### config.mk
export PLATFORM = sky130hd
export DESIGN_NAME = keypad_encoder
export DESIGN_NICKNAME = d
export VERILOG_FILES = /design/src/rtl/keypad_encoder_pkg.sv /design/src/rtl/keypad_encoder_sync.sv /design/src/rtl/keypad_encoder.sv
export SDC_FILE = /design/constraint.sdc
export NUM_CORES = 1
export LEC_CHECK = 0
export CORE_ASPECT_RATIO = 0.75
export CORE_MARGIN = 4
export CORE_UTILIZATION = 27
export CTS_CLUSTER_SIZE = 10
export DETAILED_ROUTE_END_ITERATION = 16
export RECOVER_POWER = 50
export SYNTH_ARGS = -nofsm -noshare
export SYNTH_HDL_FRONTEND = slang
export SYNTH_SLANG_ARGS = --single-unit
### constraint.sdc
create_clock -name clk -period 5.6 [get_ports clk]
set_clock_uncertainty 0.2 [all_clocks]
set_input_delay 1.12 -clock clk [delete_from_list [all_inputs] [get_ports clk]]
set_output_delay 1.12 -clock clk [all_outputs]
set_load 0.005 [all_outputs]
### src/rtl/keypad_encoder_pkg.sv
// Shared definitions for the gencon keypad front-end: scan states, operator
// one-hot codes, key codes and small decode helpers.
package gencon_defs;

   typedef enum logic [1:0] {SCAN, DEBOUNCE, RELEASE} keypad_state_t;
   typedef enum logic [1:0] {EMIT_IDLE, EMIT_SETUP, EMIT_STROBE} emit_state_t;

   localparam logic [2:0] OP_ADD  = 3'b001;
   localparam logic [2:0] OP_SUB  = 3'b010;
   localparam logic [2:0] OP_MULT = 3'b100;

   localparam logic [3:0] KEY_0    = 4'd0;
   localparam logic [3:0] KEY_1    = 4'd1;
   localparam logic [3:0] KEY_2    = 4'd2;
   localparam logic [3:0] KEY_3    = 4'd3;
   localparam logic [3:0] KEY_4    = 4'd4;
   localparam logic [3:0] KEY_5    = 4'd5;
   localparam logic [3:0] KEY_6    = 4'd6;
   localparam logic [3:0] KEY_7    = 4'd7;
   localparam logic [3:0] KEY_8    = 4'd8;
   localparam logic [3:0] KEY_9    = 4'd9;
   localparam logic [3:0] KEY_A    = 4'd10;
   localparam logic [3:0] KEY_B    = 4'd11;
   localparam logic [3:0] KEY_C    = 4'd12;
   localparam logic [3:0] KEY_D    = 4'd13;
   localparam logic [3:0] KEY_STAR = 4'd14;
   localparam logic [3:0] KEY_HASH = 4'd15;

   // True when exactly one line of an active-low 4-bit group is low.
   function automatic logic single_low(input logic [3:0] v);
      return $onehot(~v);
   endfunction

   function automatic logic [1:0] low_index(input logic [3:0] v);
      case (v)
         4'b1101: return 2'd1;
         4'b1011: return 2'd2;
         4'b0111: return 2'd3;
         default: return 2'd0;
      endcase
   endfunction

   function automatic logic [3:0] key_lookup(input logic [1:0] row, input logic [1:0] col);
      case ({row, col})
         4'h0:    return KEY_1;
         4'h1:    return KEY_2;
         4'h2:    return KEY_3;
         4'h3:    return KEY_A;
         4'h4:    return KEY_4;
         4'h5:    return KEY_5;
         4'h6:    return KEY_6;
         4'h7:    return KEY_B;
         4'h8:    return KEY_7;
         4'h9:    return KEY_8;
         4'hA:    return KEY_9;
         4'hB:    return KEY_C;
         4'hC:    return KEY_STAR;
         4'hD:    return KEY_0;
         4'hE:    return KEY_HASH;
         default: return KEY_D;
      endcase
   endfunction

endpackage

### src/rtl/keypad_encoder_sync.sv
// Two-flop synchronizer for the asynchronous keypad column lines; idles high.
module keypad_sync (
   input  logic       clk,
   input  logic       rst,
   input  logic [3:0] d,
   output logic [3:0] q
);

   logic [3:0] meta;

   always_ff @(posedge clk or posedge rst) begin
      if (rst) begin
         meta <= '1;
         q    <= '1;
      end else begin
         meta <= d;
         q    <= meta;
      end
   end

endmodule

### src/rtl/keypad_encoder.sv
// 4x4 keypad scanner/debouncer that turns key presses into gencon digit
// strobes, a held operator one-hot and an equal request with complete handshake.
module keypad_encoder
   import gencon_defs::*;
#(
   parameter int unsigned SCAN_DIV     = 16,
   parameter int unsigned DEBOUNCE_CYC = 64
) (
   input  logic       clk,
   input  logic       RST,
   input  logic [3:0] col_n,
   input  logic       digit_ready,
   input  logic       complete,
   output logic [3:0] row_n,
   output logic [3:0] keypad_input,
   output logic       read_input,
   output logic [2:0] operator_input,
   output logic       equal_input
);

   localparam int unsigned DW = $clog2(SCAN_DIV + 1);
   localparam int unsigned BW = $clog2(DEBOUNCE_CYC + 1);
   localparam logic [DW-1:0] DWELL_LAST = DW'(SCAN_DIV - 1);
   localparam logic [BW-1:0] DEB_MAX    = BW'(DEBOUNCE_CYC);

   logic [3:0]    col_s;
   keypad_state_t state, state_nxt;
   logic [3:0]    row_n_nxt;
   logic [DW-1:0] dwell_cnt, dwell_nxt;
   logic [BW-1:0] deb_cnt, deb_nxt, deb_inc;
   logic [3:0]    cap_col, cap_col_nxt;
   logic          key_ev;
   logic [3:0]    key_code;

   emit_state_t   emit_st;
   logic          pending;
   logic [3:0]    pend_code;

   keypad_sync u_sync (
      .clk (clk),
      .rst (RST),
      .d   (col_n),
      .q   (col_s)
   );

   always_ff @(posedge clk or posedge RST) begin
      if (RST) begin
         state     <= SCAN;
         row_n     <= 4'b1110;
         dwell_cnt <= '0;
         deb_cnt   <= '0;
         cap_col   <= '1;
      end else begin
         state     <= state_nxt;
         row_n     <= row_n_nxt;
         dwell_cnt <= dwell_nxt;
         deb_cnt   <= deb_nxt;
         cap_col   <= cap_col_nxt;
      end
   end

   always_comb begin
      state_nxt   = state;
      row_n_nxt   = row_n;
      dwell_nxt   = dwell_cnt;
      deb_nxt     = deb_cnt;
      cap_col_nxt = cap_col;
      key_ev      = 1'b0;
      key_code    = '0;
      deb_inc     = (deb_cnt == DEB_MAX) ? deb_cnt : deb_cnt + BW'(1);

      case (state)
         SCAN: begin
            if (dwell_cnt >= DWELL_LAST) begin
               dwell_nxt = '0;
               if (single_low(col_s)) begin
                  cap_col_nxt = col_s;
                  deb_nxt     = '0;
                  state_nxt   = DEBOUNCE;
               end else begin
                  row_n_nxt = {row_n[2:0], row_n[3]};
               end
            end else begin
               dwell_nxt = dwell_cnt + DW'(1);
            end
         end
         DEBOUNCE: begin
            if (col_s != cap_col) begin
               state_nxt = SCAN;
               row_n_nxt = {row_n[2:0], row_n[3]};
               deb_nxt   = '0;
            end else if (deb_inc == DEB_MAX) begin
               key_ev    = 1'b1;
               key_code  = key_lookup(low_index(row_n), low_index(cap_col));
               state_nxt = RELEASE;
               deb_nxt   = '0;
            end else begin
               deb_nxt = deb_inc;
            end
         end
         RELEASE: begin
            if (col_s != 4'b1111) begin
               deb_nxt = '0;
            end else if (deb_inc == DEB_MAX) begin
               state_nxt = SCAN;
               row_n_nxt = 4'b1110;
               dwell_nxt = '0;
               deb_nxt   = '0;
            end else begin
               deb_nxt = deb_inc;
            end
         end
         default: begin
            state_nxt = SCAN;
            row_n_nxt = 4'b1110;
            dwell_nxt = '0;
            deb_nxt   = '0;
         end
      endcase
   end

   // A digit decoded while digit_ready is already high skips the pending
   // register so SETUP lands on the cycle right after the decode.
   always_ff @(posedge clk or posedge RST) begin
      if (RST) begin
         emit_st        <= EMIT_IDLE;
         pending        <= 1'b0;
         pend_code      <= '0;
         keypad_input   <= '0;
         read_input     <= 1'b0;
         operator_input <= '0;
         equal_input    <= 1'b0;
      end else begin
         case (emit_st)
            EMIT_IDLE: begin
               if (pending && digit_ready) begin
                  emit_st      <= EMIT_SETUP;
                  keypad_input <= pend_code;
                  pending      <= 1'b0;
               end
            end
            EMIT_SETUP: begin
               emit_st    <= EMIT_STROBE;
               read_input <= 1'b1;
            end
            default: begin
               emit_st      <= EMIT_IDLE;
               read_input   <= 1'b0;
               keypad_input <= '0;
            end
         endcase

         if (equal_input && complete) begin
            equal_input    <= 1'b0;
            operator_input <= '0;
         end

         if (key_ev) begin
            case (key_code)
               KEY_A: if (!equal_input) operator_input <= OP_ADD;
               KEY_B: if (!equal_input) operator_input <= OP_SUB;
               KEY_C: if (!equal_input) operator_input <= OP_MULT;
               KEY_D: begin
                  if (operator_input != '0 && !equal_input && !pending && emit_st == EMIT_IDLE)
                     equal_input <= 1'b1;
               end
               KEY_STAR: begin
                  operator_input <= '0;
                  equal_input    <= 1'b0;
                  pending        <= 1'b0;
               end
               KEY_HASH: ;
               default: begin
                  if (!equal_input && !pending && emit_st == EMIT_IDLE) begin
                     if (digit_ready) begin
                        emit_st      <= EMIT_SETUP;
                        keypad_input <= key_code;
                     end else begin
                        pending   <= 1'b1;
                        pend_code <= key_code;
                     end
                  end
               end
            endcase
         end
      end
   end

endmodule

# ---- Word-level counts from Yosys, hierarchy flattened
# Memory sizes are Yosys's and may differ from the RTL's.
# Cells that the tools add are included.
dict set report word_totals {
  ff_bits 46
  mem_bits_ro 64
  input_bits 8
  output_inout_bits 13
  wordCells 139
  mem_count 1
}
dict set report classes {
  n_addsub 5
  magnitude_cmp 1
  eq_ne 27
  mux 67
  bitwise 4
  n_reduce_logical 20
}
# name words width rd rd_ports_with_merged_regs write_ports line_no
set memory_table {}
lappend memory_table {{(no name shown)} 16 4 1 0 0 keypad_encoder_pkg.sv:44} ;# case ({row, col})
# cell count
set ops {}
lappend ops {{4-bit 2-to-1 mux} 13}
lappend ops {{7-bit 2-to-1 mux} 6}
lappend ops {{4-bit == test (second input constant)} 10}
lappend ops {{2-bit 2-to-1 mux} 17}
lappend ops {{7-bit one-hot mux with 3 select lines} 1}
lappend ops {{2-bit one-hot mux with 3 select lines} 3}
lappend ops {{3-bit 2-to-1 mux} 5}
lappend ops {{5-bit 2-to-1 mux} 3}
lappend ops {{5-bit one-hot mux with 3 select lines} 1}
lappend ops {{7-bit == test (second input constant)} 2}
lappend ops {{2-bit inequality test (second input constant)} 6}
lappend ops {{3-bit one-hot mux with 4 select lines} 1}
lappend ops {{4-bit one-hot mux with 3 select lines} 1}
lappend ops {{1-bit 2-to-1 mux} 11}
lappend ops {{5-bit AND reduction} 2}
lappend ops {{4-bit by 3-bit == test with 1-bit output (second input constant)} 2}
lappend ops {{4-bit one-hot mux with 2 select lines} 1}
lappend ops {{7-bit by 1-bit adder with 7-bit output (second input constant)} 1}
lappend ops {{1-bit logical AND} 7}
lappend ops {{1-bit one-hot mux with 2 select lines} 3}
lappend ops {{3-bit AND reduction} 2}
lappend ops {{6-bit OR reduction} 1}
lappend ops {{5-bit by 1-bit adder with 5-bit output (second input constant)} 1}
lappend ops {{5-bit by 4-bit >= comparator with 1-bit output (second input constant)} 1}
lappend ops {{17 further kinds} 23}

# ---- Logic depth before layout (Yosys ltp)
# An unclocked memory read counts as a cell.
dict set report logic_depth {
  ltp_word 14
  depth_mapped 10
  depth_no_buf 10
}

# ---- Modules after synthesis
# Synthesis repeated with hierarchy kept, for this count alone.
dict set report hier_totals {
  hier_cells 300
  area_unflattened_um2 2851.5
}
# module instances cells_each area_per_inst_um2 seq_area_each_um2
set by_module_without_submodules {}
lappend by_module_without_submodules {keypad_encoder 1 291 2637.5 959.7}
lappend by_module_without_submodules {keypad_sync 1 9 214.0 210.2}

# ---- Worst setup path after synthesis
# OpenSTA, ideal clock, no wires.
dict set report synth_path {
  path_kind {flip-flop to flip-flop}
  start {register cap_col[3]}
  end {register pend_code[3]}
  t_arrival_ps 2576
  slack_ps 2696
  path_stages_with_launch 10
  n_path_buf 0
  cell_sequence {dfstp_2 xnor2_1 or2_2 inv_1 ha_1 nor4bb_1 o31ai_2 o21ai_1 a211oi_2 mux2_1}
}
dict set report synth_via {
  elab_chain_cells 13
  elab_cells_between_ends 23
  classes_between {eq/ne (10); mux (9); bitwise (1); reduce/logical (2); memory (1)}
}
# element line_no
set synth_lines {}
lappend synth_lines {{start: declaration} keypad_encoder.sv:31} ;# logic [3:0] cap_col, cap_col_nxt;
lappend synth_lines {{start signal: assignment} keypad_encoder.sv:58} ;# cap_col <= cap_col_nxt;
lappend synth_lines {{4-bit by 3-bit == test with 1-bit output / 4-bit == test (equally long branches)} keypad_encoder_pkg.sv:35} ;# case (v)
lappend synth_lines {{2-bit one-hot mux with 3 select lines} keypad_encoder_pkg.sv:35}
lappend synth_lines {{2-bit 2-to-1 mux} keypad_encoder.sv:92} ;# end else if (deb_inc == DEB_MAX) begin
lappend synth_lines {{2-bit 2-to-1 mux} keypad_encoder.sv:88} ;# if (col_s != cap_col) begin
lappend synth_lines {{2-bit 2-to-1 mux} keypad_encoder.sv:72} ;# case (state)
lappend synth_lines {{memory 16 x 4 bit} n/a}
lappend synth_lines {{4-bit 2-to-1 mux} keypad_encoder.sv:92}
lappend synth_lines {{4-bit 2-to-1 mux} keypad_encoder.sv:88}
lappend synth_lines {{4-bit 2-to-1 mux} keypad_encoder.sv:72}
lappend synth_lines {{4-bit == test} keypad_encoder.sv:159} ;# case (key_code)
lappend synth_lines {{6-bit OR reduction (no line)} n/a}
lappend synth_lines {{1-bit inverter (no line)} n/a}
lappend synth_lines {{4-bit AND reduction (no line)} n/a}
lappend synth_lines {{end signal: assignment} keypad_encoder.sv:180} ;# pend_code <= key_code;
lappend synth_lines {{end: declaration} keypad_encoder.sv:37} ;# logic [3:0] pend_code;
# Several ways; a longest one is shown, not always the timed one. The select of a mux whose other input is x is not followed.
# A chain may end at the register's enable or synchronous reset.

# ---- Final worst setup path
dict set report layout_path {
  start {register u_sync.q[3]}
  end {register deb_cnt[4]}
}
dict set report layout_via {
  elab_chain_cells 6
  elab_cells_between_ends 11
  classes_between {add/sub (2); eq/ne (4); mux (3); bitwise (1); reduce/logical (1)}
}
# element line_no
set layout_lines {}
lappend layout_lines {{start: declaration} keypad_encoder_sync.sv:6} ;# output logic [3:0] q
lappend layout_lines {{start signal: assignment} keypad_encoder_sync.sv:17} ;# q <= meta;
lappend layout_lines {{4-bit inverter} keypad_encoder_pkg.sv:31} ;# return $onehot(~v);
lappend layout_lines {{1-bit by 1-bit adder with 2-bit output (not written as such)} keypad_encoder_pkg.sv:31}
lappend layout_lines {{2-bit by 2-bit adder with 3-bit output (not written as such)} keypad_encoder_pkg.sv:31}
lappend layout_lines {{3-bit by 1-bit == test with 1-bit output} keypad_encoder_pkg.sv:31}
lappend layout_lines {{2-bit inequality test (no line)} n/a}
lappend layout_lines {{2-bit AND reduction (no line)} n/a}
lappend layout_lines {{end signal: assignment} keypad_encoder.sv:57} ;# deb_cnt <= deb_nxt;
lappend layout_lines {{end: declaration} keypad_encoder.sv:30} ;# logic [BW-1:0] deb_cnt, deb_nxt, deb_inc;
# Several ways; a longest one is shown, not always the timed one.

==> reports/metrics.cfg <==
[run_status]
status=finished, violations left
violations=max-capacitance violations, max-slew violations

[job]
cap_violations=1

[clocking]
cts.clk_slew.worst_paths_ps=60
cts_tree=yes
clkLatencyLatePin_ps=290
numCtsBuffers=5
postCtsHoldBufs=0
cts_buffer_depth=2
clock-sinks=46
cts_resized=0
htree_num_levels=2
cts_root_buf=clkbuf_16
cts_setup_buffers=0

[finish]
design_area_mm2=0.00341
syn2layout_area_growth_pct=15.8
nFillCells=1042
diodes=0
layout.cells.non_filler=444
layout-drive-gt1-share_pct=14.0
final_nets=330

[floorplan]
die_x_um=129
die_h_um=98.4
core_mm2=0.0105
start_util_pct=28.1
num_rows=32
die_area_mm2=0.0126
ios=21

[sta]
finalHoldViolCount=0
relSlewSlack_pct=-15.1
slew_violations=47
worst_pin_slew_ps=1730
fin_crit_sh_pct=59.3
setup_viol=0
min_period_ps=3320
tns_ps=0
rsz0062_at_grt=false
fmax_mhz=301

[logic_synthesis]
yosysWarnings=0
avgSynthCellArea_um2=10.1
yosysSeqAreaShare_pct=39.8
synth_async_sr_flop_share_pct=100
synth_edf_count=0
ys_ff_latch=46
synth_ff_type=dfrtp_1
syn-instance-count=292
synth_area_mm2=0.00294
syn-num-nets=315
ys_types=63

[routing]
drt_iter0_drc=152
num_vias=2216
viasPerCell=4.99
routed_wl_mm=6.13
dr.pass1.iters=4
drc=0
wl_per_cell_um=13.8
final_antenna_net_count=0

[setup_path]
path_buf_inv=2
crit_path_end_kind=flop
crit_arrival_ps=3340
crit_chain=fa_1 -> inv_1 -> ha_1 -> ha_1 -> nor3b_1 -> a21boi_0 -> buf_4 -> nor4_2 -> a21o_1 -> a22o_1
required_ps=5620
worstSetupStartpointType=flop
cpMaxStageDelayCell=nor4_2
critical_path_class=flop to flop
cpMostUsedCell=ha_1
cpPeakStageDelay_ps=650
crit_family=simple AND/OR/NAND/NOR gates
cp_max_fo=12

[pwr]
switchingPower_uw=445
p_int_uw=766
pwr-share-comb_pct=39.1
p_seq_share_pct=36.6
clock_power_share_pct=24.4
p_per_area_mw_per_mm2=356
ir_drop_mv=0.206
switching_share_pct=36.8
p_leak_nw=1.50

[grt]
grt_pass1_vias=2119
grt_antenna_before_repair=0
grt_usage_pct=10.4
grt_max_degree=47
grt_pass1_wl_mm=10.6
grt_overflow=0

[worst_hold_path]
hold_class=flop to flop

[place]
dpl_cell_area_mm2=0.00326
gp_congestion=0.842
dp.cells=436
io_buffers=20
detailed_place_hpwl_mm=4.52

worst paths after layout:
| check | start | to | slack, ps | cells after the start |
|---|---|---|---|---|
| max | u_sync.q[3] | deb_cnt[4] | 2280 | 10 |
| min | u_sync.meta[3] | u_sync.q[3] | 150 | 0 |
| max reg2reg | u_sync.q[3] | deb_cnt[4] | 2280 | 10 |
| min reg2reg | u_sync.meta[3] | u_sync.q[3] | 150 | 0 |
| max in group asynchronous | RST | row_n[0] | 2560 | 2 |
| min in group asynchronous | RST | operator_input[0] | 1610 | 2 |
cell type report:
cell class                      count  area (µm²)  area share, %
Multi-Input combinational cell    210        1630           47.7
Timing Repair Buffer               21         208           6.10
Sequential cell                    46        1170           34.3
Clock buffer                        7         143           4.19
Clock inverter                      1        5.00          0.147
Inverter                           23        86.3           2.53
Tap cell                          136         170           4.99
registers in the layout, indices dropped and copies added (netlist names):
register,count
deb_cnt,7
row_n,4
dwell_cnt,5
operator_input,3
u_sync.q,4
emit_st,2
u_sync.meta,4
pending,1
cap_col,4
equal_input,1
state,2
keypad_input,4
read_input,1
pend_code,4
logic make-up after synthesis:
family	Yosys count	share of synthesized area, %
AO/OA/AOI/OAI	67	18.7
XOR/XNOR	10	2.98
adder cells (fa/ha/maj)	15	6.64
buffers and inverters	36	4.98
flip-flops	46	39.8
multiplexers	26	9.57
AND/OR/NAND/NOR	92	17.4
layer usage:
layer / GRT usage, % / share of wire [%] / vias to the layer above
met4: 3.47 / 1.4 / 0
li1: - / - / 1097
met5: 0 / 0 / -
met3: 2.62 / 4.2 / 7
met2: 14.6 / 43 / 35
met1: 15.3 / 52 / 1077
synth_stat cells (all sizes together), types with 5 or more instances:
master	instances	area share, %
a21oi	8	1.9
mux2i	9	3.1
mux2	17	6.5
and3	8	1.7
ha	14	6.0
inv	23	2.9
o21ai	9	1.5
dfstp	15	13
clkbuf	6	0.77
a211oi	7	2.4
nor4	5	1.3
nand3	6	1.0
dfrtp	31	26
xnor2	5	1.5
nand4	5	1.1
or3	5	1.1
nor2	23	2.9
o21a	5	1.3
xor2	5	1.5
buf	7	1.3
nand2	19	2.4
power by group through the flow:
stage	logic (mW)	registers (mW)	clock network, mW
after detailed placement	0.469	0.447	0
after global placement	0.463	0.444	0
after global routing	0.527	0.453	0.321
after floorplan	0.379	0.411	0
final	0.473	0.443	0.295
after CTS	0.474	0.442	0.308
cell usage in the layout, fill, tap and decap left out, types with 6 or more instances in the layout:
master / instances
dfstp_2: 15
nand2_1: 19
dfrtp_1: 31
o21ai_0: 6
mux2_2: 7
nand3_1: 6
inv_1: 23
mux2_1: 10
mux2i_1: 9
and3_1: 8
clkdlybuf4s50_1: 15
a21oi_1: 6
nor2_1: 23
ha_1: 14
stage by stage:
stage               hold slack (ps)  setup WS (ps)  util [%]  power, mW
finish                          155           2280      32.6       1.21
global route                    158           1970      32.6       1.30
CTS                             156           2240      32.6       1.22
detailed placement              147           2260      31.2      0.916
global placement                146           2300      31.2      0.907
floorplan                       145           2700         -      0.790
Note: power is estimated with default switching activity, not from simulation.
